### src/rtl/md5_block_padder_if.sv
// Byte-stream input and padded-block output bundle for md5_block_padder.
// The slave modport is the padder's view; master is the producer/consumer side.
interface md5_block_padder_if;
    logic         in_valid;
    logic         in_ready;
    logic [7:0]   in_data;
    logic         in_last;
    logic         out_valid;
    logic         out_ready;
    logic [511:0] out_block;
    logic         out_error;

    modport slave (
        input  in_valid, in_data, in_last, out_ready,
        output in_ready, out_valid, out_block, out_error
    );

    modport master (
        output in_valid, in_data, in_last, out_ready,
        input  in_ready, out_valid, out_block, out_error
    );
endinterface

### src/rtl/md5_block_padder.sv
// Packs a 1..55 byte message little-endian into one 512-bit MD5 block with
// 0x80 pad byte, zero fill and 64-bit bit length; oversize messages are dropped.
module md5_block_padder #(
    parameter int WORD_BITS = 32,
    parameter int MAX_BYTES = 55
) (
    input  logic                 clk,
    input  logic                 reset,
    md5_block_padder_if.slave    bus
);
    localparam int          BLOCK_BITS = 16 * WORD_BITS;
    localparam logic [5:0]  MAX_N      = 6'(MAX_BYTES);

    typedef enum logic [1:0] {
        COLLECT = 2'd0,
        DRAIN   = 2'd1,
        EMIT    = 2'd2
    } state_t;

    state_t                  state_r, state_nxt_s;
    logic [5:0]              n_r, n_nxt_s, n_p1_s;
    logic [BLOCK_BITS-1:0]   block_r, block_nxt_s;
    logic                    error_r, error_nxt_s;
    logic                    in_ready_r, out_valid_r;
    logic                    accept_s;
    logic [WORD_BITS-1:0]    len_bits_s;

    assign accept_s   = bus.in_valid && in_ready_r;
    assign n_p1_s     = n_r + 6'd1;
    assign len_bits_s = {23'd0, n_p1_s, 3'b000};

    // Next-state, byte packing and padding decisions.
    always_comb begin
        state_nxt_s = state_r;
        n_nxt_s     = n_r;
        block_nxt_s = block_r;
        error_nxt_s = 1'b0;
        case (state_r)
            COLLECT: begin
                if (accept_s) begin
                    if (n_r == MAX_N) begin
                        // 56th byte: message cannot fit, flag it and discard the rest.
                        block_nxt_s = {BLOCK_BITS{1'b0}};
                        n_nxt_s     = 6'd0;
                        error_nxt_s = 1'b1;
                        if (bus.in_last) begin
                            state_nxt_s = COLLECT;
                        end else begin
                            state_nxt_s = DRAIN;
                        end
                    end else begin
                        block_nxt_s[{n_r, 3'b000} +: 8] = bus.in_data;
                        n_nxt_s = n_p1_s;
                        if (bus.in_last) begin
                            block_nxt_s[{n_p1_s, 3'b000} +: 8]        = 8'h80;
                            block_nxt_s[14*WORD_BITS +: WORD_BITS]    = len_bits_s;
                            block_nxt_s[15*WORD_BITS +: WORD_BITS]    = {WORD_BITS{1'b0}};
                            state_nxt_s = EMIT;
                        end else begin
                            state_nxt_s = COLLECT;
                        end
                    end
                end else begin
                    state_nxt_s = COLLECT;
                end
            end
            DRAIN: begin
                if (accept_s && bus.in_last) begin
                    n_nxt_s     = 6'd0;
                    state_nxt_s = COLLECT;
                end else begin
                    state_nxt_s = DRAIN;
                end
            end
            EMIT: begin
                if (bus.out_ready) begin
                    block_nxt_s = {BLOCK_BITS{1'b0}};
                    n_nxt_s     = 6'd0;
                    state_nxt_s = COLLECT;
                end else begin
                    state_nxt_s = EMIT;
                end
            end
            default: begin
                block_nxt_s = {BLOCK_BITS{1'b0}};
                n_nxt_s     = 6'd0;
                state_nxt_s = COLLECT;
            end
        endcase
    end

    // State, counter, block and registered handshake outputs.
    always_ff @(posedge clk or posedge reset) begin
        if (reset) begin
            state_r     <= COLLECT;
            n_r         <= 6'd0;
            block_r     <= {BLOCK_BITS{1'b0}};
            error_r     <= 1'b0;
            in_ready_r  <= 1'b1;
            out_valid_r <= 1'b0;
        end else begin
            state_r     <= state_nxt_s;
            n_r         <= n_nxt_s;
            block_r     <= block_nxt_s;
            error_r     <= error_nxt_s;
            in_ready_r  <= (state_nxt_s != EMIT);
            out_valid_r <= (state_nxt_s == EMIT);
        end
    end

    assign bus.in_ready  = in_ready_r;
    assign bus.out_valid = out_valid_r;
    assign bus.out_block = block_r;
    assign bus.out_error = error_r;
endmodule
### src/flat_wrapper.sv
// flat-port wrapper written by rule: the top's interface ports become plain ports
module md5_block_padder_flat 
#(
    parameter int WORD_BITS = 32,
    parameter int MAX_BYTES = 55
)
  (clk, reset, bus_in_valid, bus_in_data, bus_in_last, bus_out_ready, bus_in_ready, bus_out_valid, bus_out_block, bus_out_error);
  md5_block_padder_if bus_i ();
  input  logic clk;
  input  logic reset;
  input wire logic [$bits(bus_i.in_valid)-1:0] bus_in_valid;
  input wire logic [$bits(bus_i.in_data)-1:0] bus_in_data;
  input wire logic [$bits(bus_i.in_last)-1:0] bus_in_last;
  input wire logic [$bits(bus_i.out_ready)-1:0] bus_out_ready;
  output wire logic [$bits(bus_i.in_ready)-1:0] bus_in_ready;
  output wire logic [$bits(bus_i.out_valid)-1:0] bus_out_valid;
  output wire logic [$bits(bus_i.out_block)-1:0] bus_out_block;
  output wire logic [$bits(bus_i.out_error)-1:0] bus_out_error;
  assign bus_i.in_valid = bus_in_valid;
  assign bus_i.in_data = bus_in_data;
  assign bus_i.in_last = bus_in_last;
  assign bus_i.out_ready = bus_out_ready;
  assign bus_in_ready = bus_i.in_ready;
  assign bus_out_valid = bus_i.out_valid;
  assign bus_out_block = bus_i.out_block;
  assign bus_out_error = bus_i.out_error;
  md5_block_padder #(.WORD_BITS(WORD_BITS), .MAX_BYTES(MAX_BYTES)) u_core (.clk(clk), .reset(reset), .bus(bus_i));
endmodule
### config.mk
export PLATFORM = sky130hd
export DESIGN_NAME = md5_block_padder_flat
export DESIGN_NICKNAME = d
export VERILOG_FILES = /design/src/rtl/md5_block_padder_if.sv /design/src/rtl/md5_block_padder.sv /design/src/flat_wrapper.sv
export SDC_FILE = /design/constraint.sdc
export NUM_CORES = 1
export LEC_CHECK = 0
export BUFFER_PORTS_ARGS = -buffer_cell sky130_fd_sc_hd__buf_2
export CELL_PAD_IN_SITES_DETAIL_PLACEMENT = 0
export CELL_PAD_IN_SITES_GLOBAL_PLACEMENT = 1
export CORE_ASPECT_RATIO = 1.1
export CORE_MARGIN = 2
export CORE_UTILIZATION = 39
export DETAILED_ROUTE_END_ITERATION = 10
export GPL_TIMING_DRIVEN = 0
export HOLD_SLACK_MARGIN = 0.08
export PLACE_DENSITY_LB_ADDON = 0.1
export SLEW_MARGIN = 20
export SYNTH_ARGS = -nofsm -noshare
export SYNTH_HDL_FRONTEND = slang
export SYNTH_SLANG_ARGS = --single-unit
### constraint.sdc
create_clock -name clk -period 28.3 [get_ports clk]
set_input_delay 4.245 -clock clk [delete_from_list [all_inputs] [get_ports clk]]
set_output_delay 4.245 -clock clk [all_outputs]
set_load 0.005 [all_outputs]
==> flow_summary_export.csv <==
group,metric,value,unit
final_layout,drive_gt1_share,27.8,%
clock_network,cts_resized,0,
clock_network,numClockSinks,523,
yosys,synthAdderAreaFrac,0.268,%
yosys,syn_inst,2112,
floorplanning,initial_core_util,39.2,%
routing,drt-vias-per-instance,6.21,
setup_path,required,28850,ps
final_layout,fin_cells,3512,
timing,final_hold_viol_count,0,
clock_network,post_cts_buffers,0,
timing,fin_crit,7280,ps
power_and_ir_drop,pwr-share-seq,36.1,%
grt,grt_max_degree,112,
setup_path,path_class,"input port to flip-flop",
timing,finalClockSkew,33.3,ps
setup_path,cp_max_fo,10,
run,maxCapViolCount,0,
setup_path,worstSetupStartpointType,"input port",
yosys,synth_top_family_by_area,"compound AO/OA/AOI/OAI gates",
yosys,synth-seq-cells,523,
clock_network,cts_buffer_depth,3,
timing,setup_viol_count_final,0,
place,port_buffers,519,
final_layout,nets,2713,
power_and_ir_drop,p_switching,856,µW
final_layout,fin_util,48.8,%
grt,grt_pass1_wl,152000,µm
yosys,synth-simple-area-share,10.8,%
yosys,muxShareOfSynthArea,0.510,%
floorplanning,die_area,0.0618,mm²
clock_network,h-tree-depth,2,
yosys,synth_area_per_cell,11.0,µm²
clock_network,hold_buffers,0,
power_and_ir_drop,p_int,1.41,mW
timing,relSlewSlack,15.8,%
yosys,synth-compound-area-share,28.1,%
routing,remaining_drc_errors,0,
power_and_ir_drop,vdd_drop_max,0.0423,mV
routing,routed_wl,107000,µm
place,dp_hpwl,79000,µm
setup_path,cp-end-kind,"flip-flop",
clock_network,numCtsBuffers,56,
yosys,syn_nets,2130,
place,routabilityCongestion,1.00,
timing,rsz0062_at_grt,"false",
place,place_inst,3405,
power_and_ir_drop,clkPwrFrac,34.2,%
power_and_ir_drop,power,2.26,mW
routing,ant_nets,0,
yosys,yosysSeqAreaShare,56.1,%
setup_path,arrival,7830,ps
yosys,yosysWarnings,0,
floorplanning,coreArea,0.0595,mm²
power_and_ir_drop,p_comb_share,29.7,%
yosys,synth_edf_count,0,
floorplanning,die_w,237,µm
clock_network,clk_pin_slew,60,ps
routing,wl_per_cell,30.4,µm
final_layout,area_growth,24.5,%
yosys,ys.flop_type,"dfrtp_1",
final_layout,fillers,5612,
timing,fin_setup_tns,0,ps
floorplanning,die_h,260,µm
clock_network,clk_latency,650,ps
yosys,async_reset_ff_share,100,%
floorplanning,rows,94,
yosys,ys_types,103,
timing,worst_slew_pin_slew,1250,ps
clock_network,cts_tree,"done",
clock_network,root_buffer,"clkbuf_16",
grt,grt_overflow_total,0,
grt,grt_pass1_vias,20800,
worst_hold_path,hp-class,"flip-flop to flip-flop",
power_and_ir_drop,leakagePower,14.1,nW
timing,min_period_over_period,25.7,%
routing,drtPass1Iterations,6,
timing,whs,481,ps
grt,track_usage,33.7,%
power_and_ir_drop,powerDensity,78.0,mW/mm²
routing,drtIter0Drc,2166,
outcome,status,"finished clean",
yosys,synthesis.area,0.0233,mm²
routing,via_count,21800,
yosys,synth_xor_area_share,0.515,%
grt,antenna_found_initial,2,
power_and_ir_drop,switching_share,37.8,%
timing,slew_viol_final,0,
timing,fmax,137,MHz
floorplanning,io-pin-count,528,
sequential cells by signal, indices dropped and copies added, names as in the netlist:
name                  cells
u_core.n_r                6
u_core.bus.out_error      1
u_core.state_r            2
u_core.bus.out_valid      1
u_core.bus.in_ready       1
u_core.bus.out_block    512
metrics by stage:
step                worst slack, ps  area (µm²)
CTS                           21230       29000
global placement               4020       26900
finish                        21020       29000
global route                  20980       29000
detailed placement            20580       27100
floorplan                      9440       23300
power by group through the flow:
stage	logic, mW	registers [mW]	clock network (mW)
3_5_place_dp	0.648	0.829	0
6_report	0.672	0.817	0.774
4_1_cts	0.649	0.816	0.780
5_1_grt	0.699	0.821	0.811
3_3_place_gp	0.642	0.830	0
2_1_floorplan	0.369	0.831	0
cells in the mapped netlist, drive strengths merged, types with 22 or more instances:
| library cell | number | area share (%) |
|---|---|---|
| dfrtp | 522 | 56 |
| a22o | 245 | 9.2 |
| nand2 | 239 | 3.9 |
| o21ai | 196 | 4.3 |
| clkbuf | 97 | 1.6 |
| o2bb2ai | 90 | 3.4 |
| nor2 | 76 | 1.2 |
| a22oi | 63 | 2.0 |
| inv | 50 | 0.80 |
| buf | 48 | 1.2 |
| nand3 | 45 | 0.99 |
| a21oi | 44 | 1.1 |
| nor3 | 42 | 1.1 |
| o22ai | 40 | 1.1 |
| nor4 | 22 | 0.90 |
logic make-up (layout without fill, tap and decap cells):
logic type                 Yosys count  after routing
AOI/OAI and AO/OA                  852            852
DFF                                523            523
and+or+nand+nor                    514            514
buffers and inverters              196            824
xor gates and xnor gates            12             12
muxes                               10             10
adders and majority gates            5              5
other                                0              4
path summary, 6_finish.rpt:
check | end | cells past startpoint | from | slack [ps]
max | u_core.bus.out_block[327] | 9 | bus_in_valid | 21020
min | u_core.bus.out_block[344] | 1 | u_core.bus.out_block[344] | 480
max reg2reg | u_core.bus.out_block[426] | 12 | u_core.n_r[1] | 23070
min reg2reg | u_core.bus.out_block[344] | 1 | u_core.bus.out_block[344] | 480
max in group asynchronous | u_core.bus.out_block[426] | 5 | reset | 22740
min in group asynchronous | u_core.bus.out_block[322] | 2 | reset | 3750
per-layer routing:
metal / global-route usage (%) / routed length, µm
met5: 0 / 16
met4: 11.8 / 3920
met3: 7.38 / 9510
met2: 52.6 / 48700
met1: 46.6 / 44600
worst max-delay path: stages:
cell	delay, ps
buf_2	110
nand2_1	180
nor2_1	80
o21ai_0	970
clkbuf_1	700
buf_2	470
clkbuf_1	700
o21ai_0	230
o211ai_1	120
cell usage in the layout (no fill, tap or decap), drive strengths merged, types with 9 or more instances in the layout:
cell type | synthesis | layout
a211oi | 10 | 10
a21o | 12 | 12
a21oi | 44 | 44
a22o | 245 | 245
a22oi | 63 | 63
a31oi | 19 | 19
a32o | 12 | 12
a32oi | 11 | 11
and2 | 15 | 15
buf | 48 | 573
clkbuf | 97 | 176
clkinv | 1 | 13
dfrtp | 522 | 522
inv | 50 | 53
nand2 | 239 | 239
nand2b | 11 | 11
nand3 | 45 | 45
nand4 | 12 | 12
nor2 | 76 | 76
nor3 | 42 | 42
nor4 | 22 | 22
o211ai | 11 | 11
o21ai | 196 | 196
o221ai | 18 | 18
o22ai | 40 | 40
o2bb2ai | 90 | 90
or2 | 9 | 9
layout make-up:
type                    instances  area, µm²  share of cell area, %
flip-flops and latches        523      13100                   45.1
multi-input cells            1393       9440                   32.5
repair buffers                525       2740                   9.45
clock buffers                  79       1640                   5.64
well taps                     768        961                   3.31
plain buffers                 145        654                   2.25
clock inverters                24        289                  0.996
inverters                      51        199                  0.685
diodes                          4       10.0                 0.0345
(Power assumes the default switching activity.)
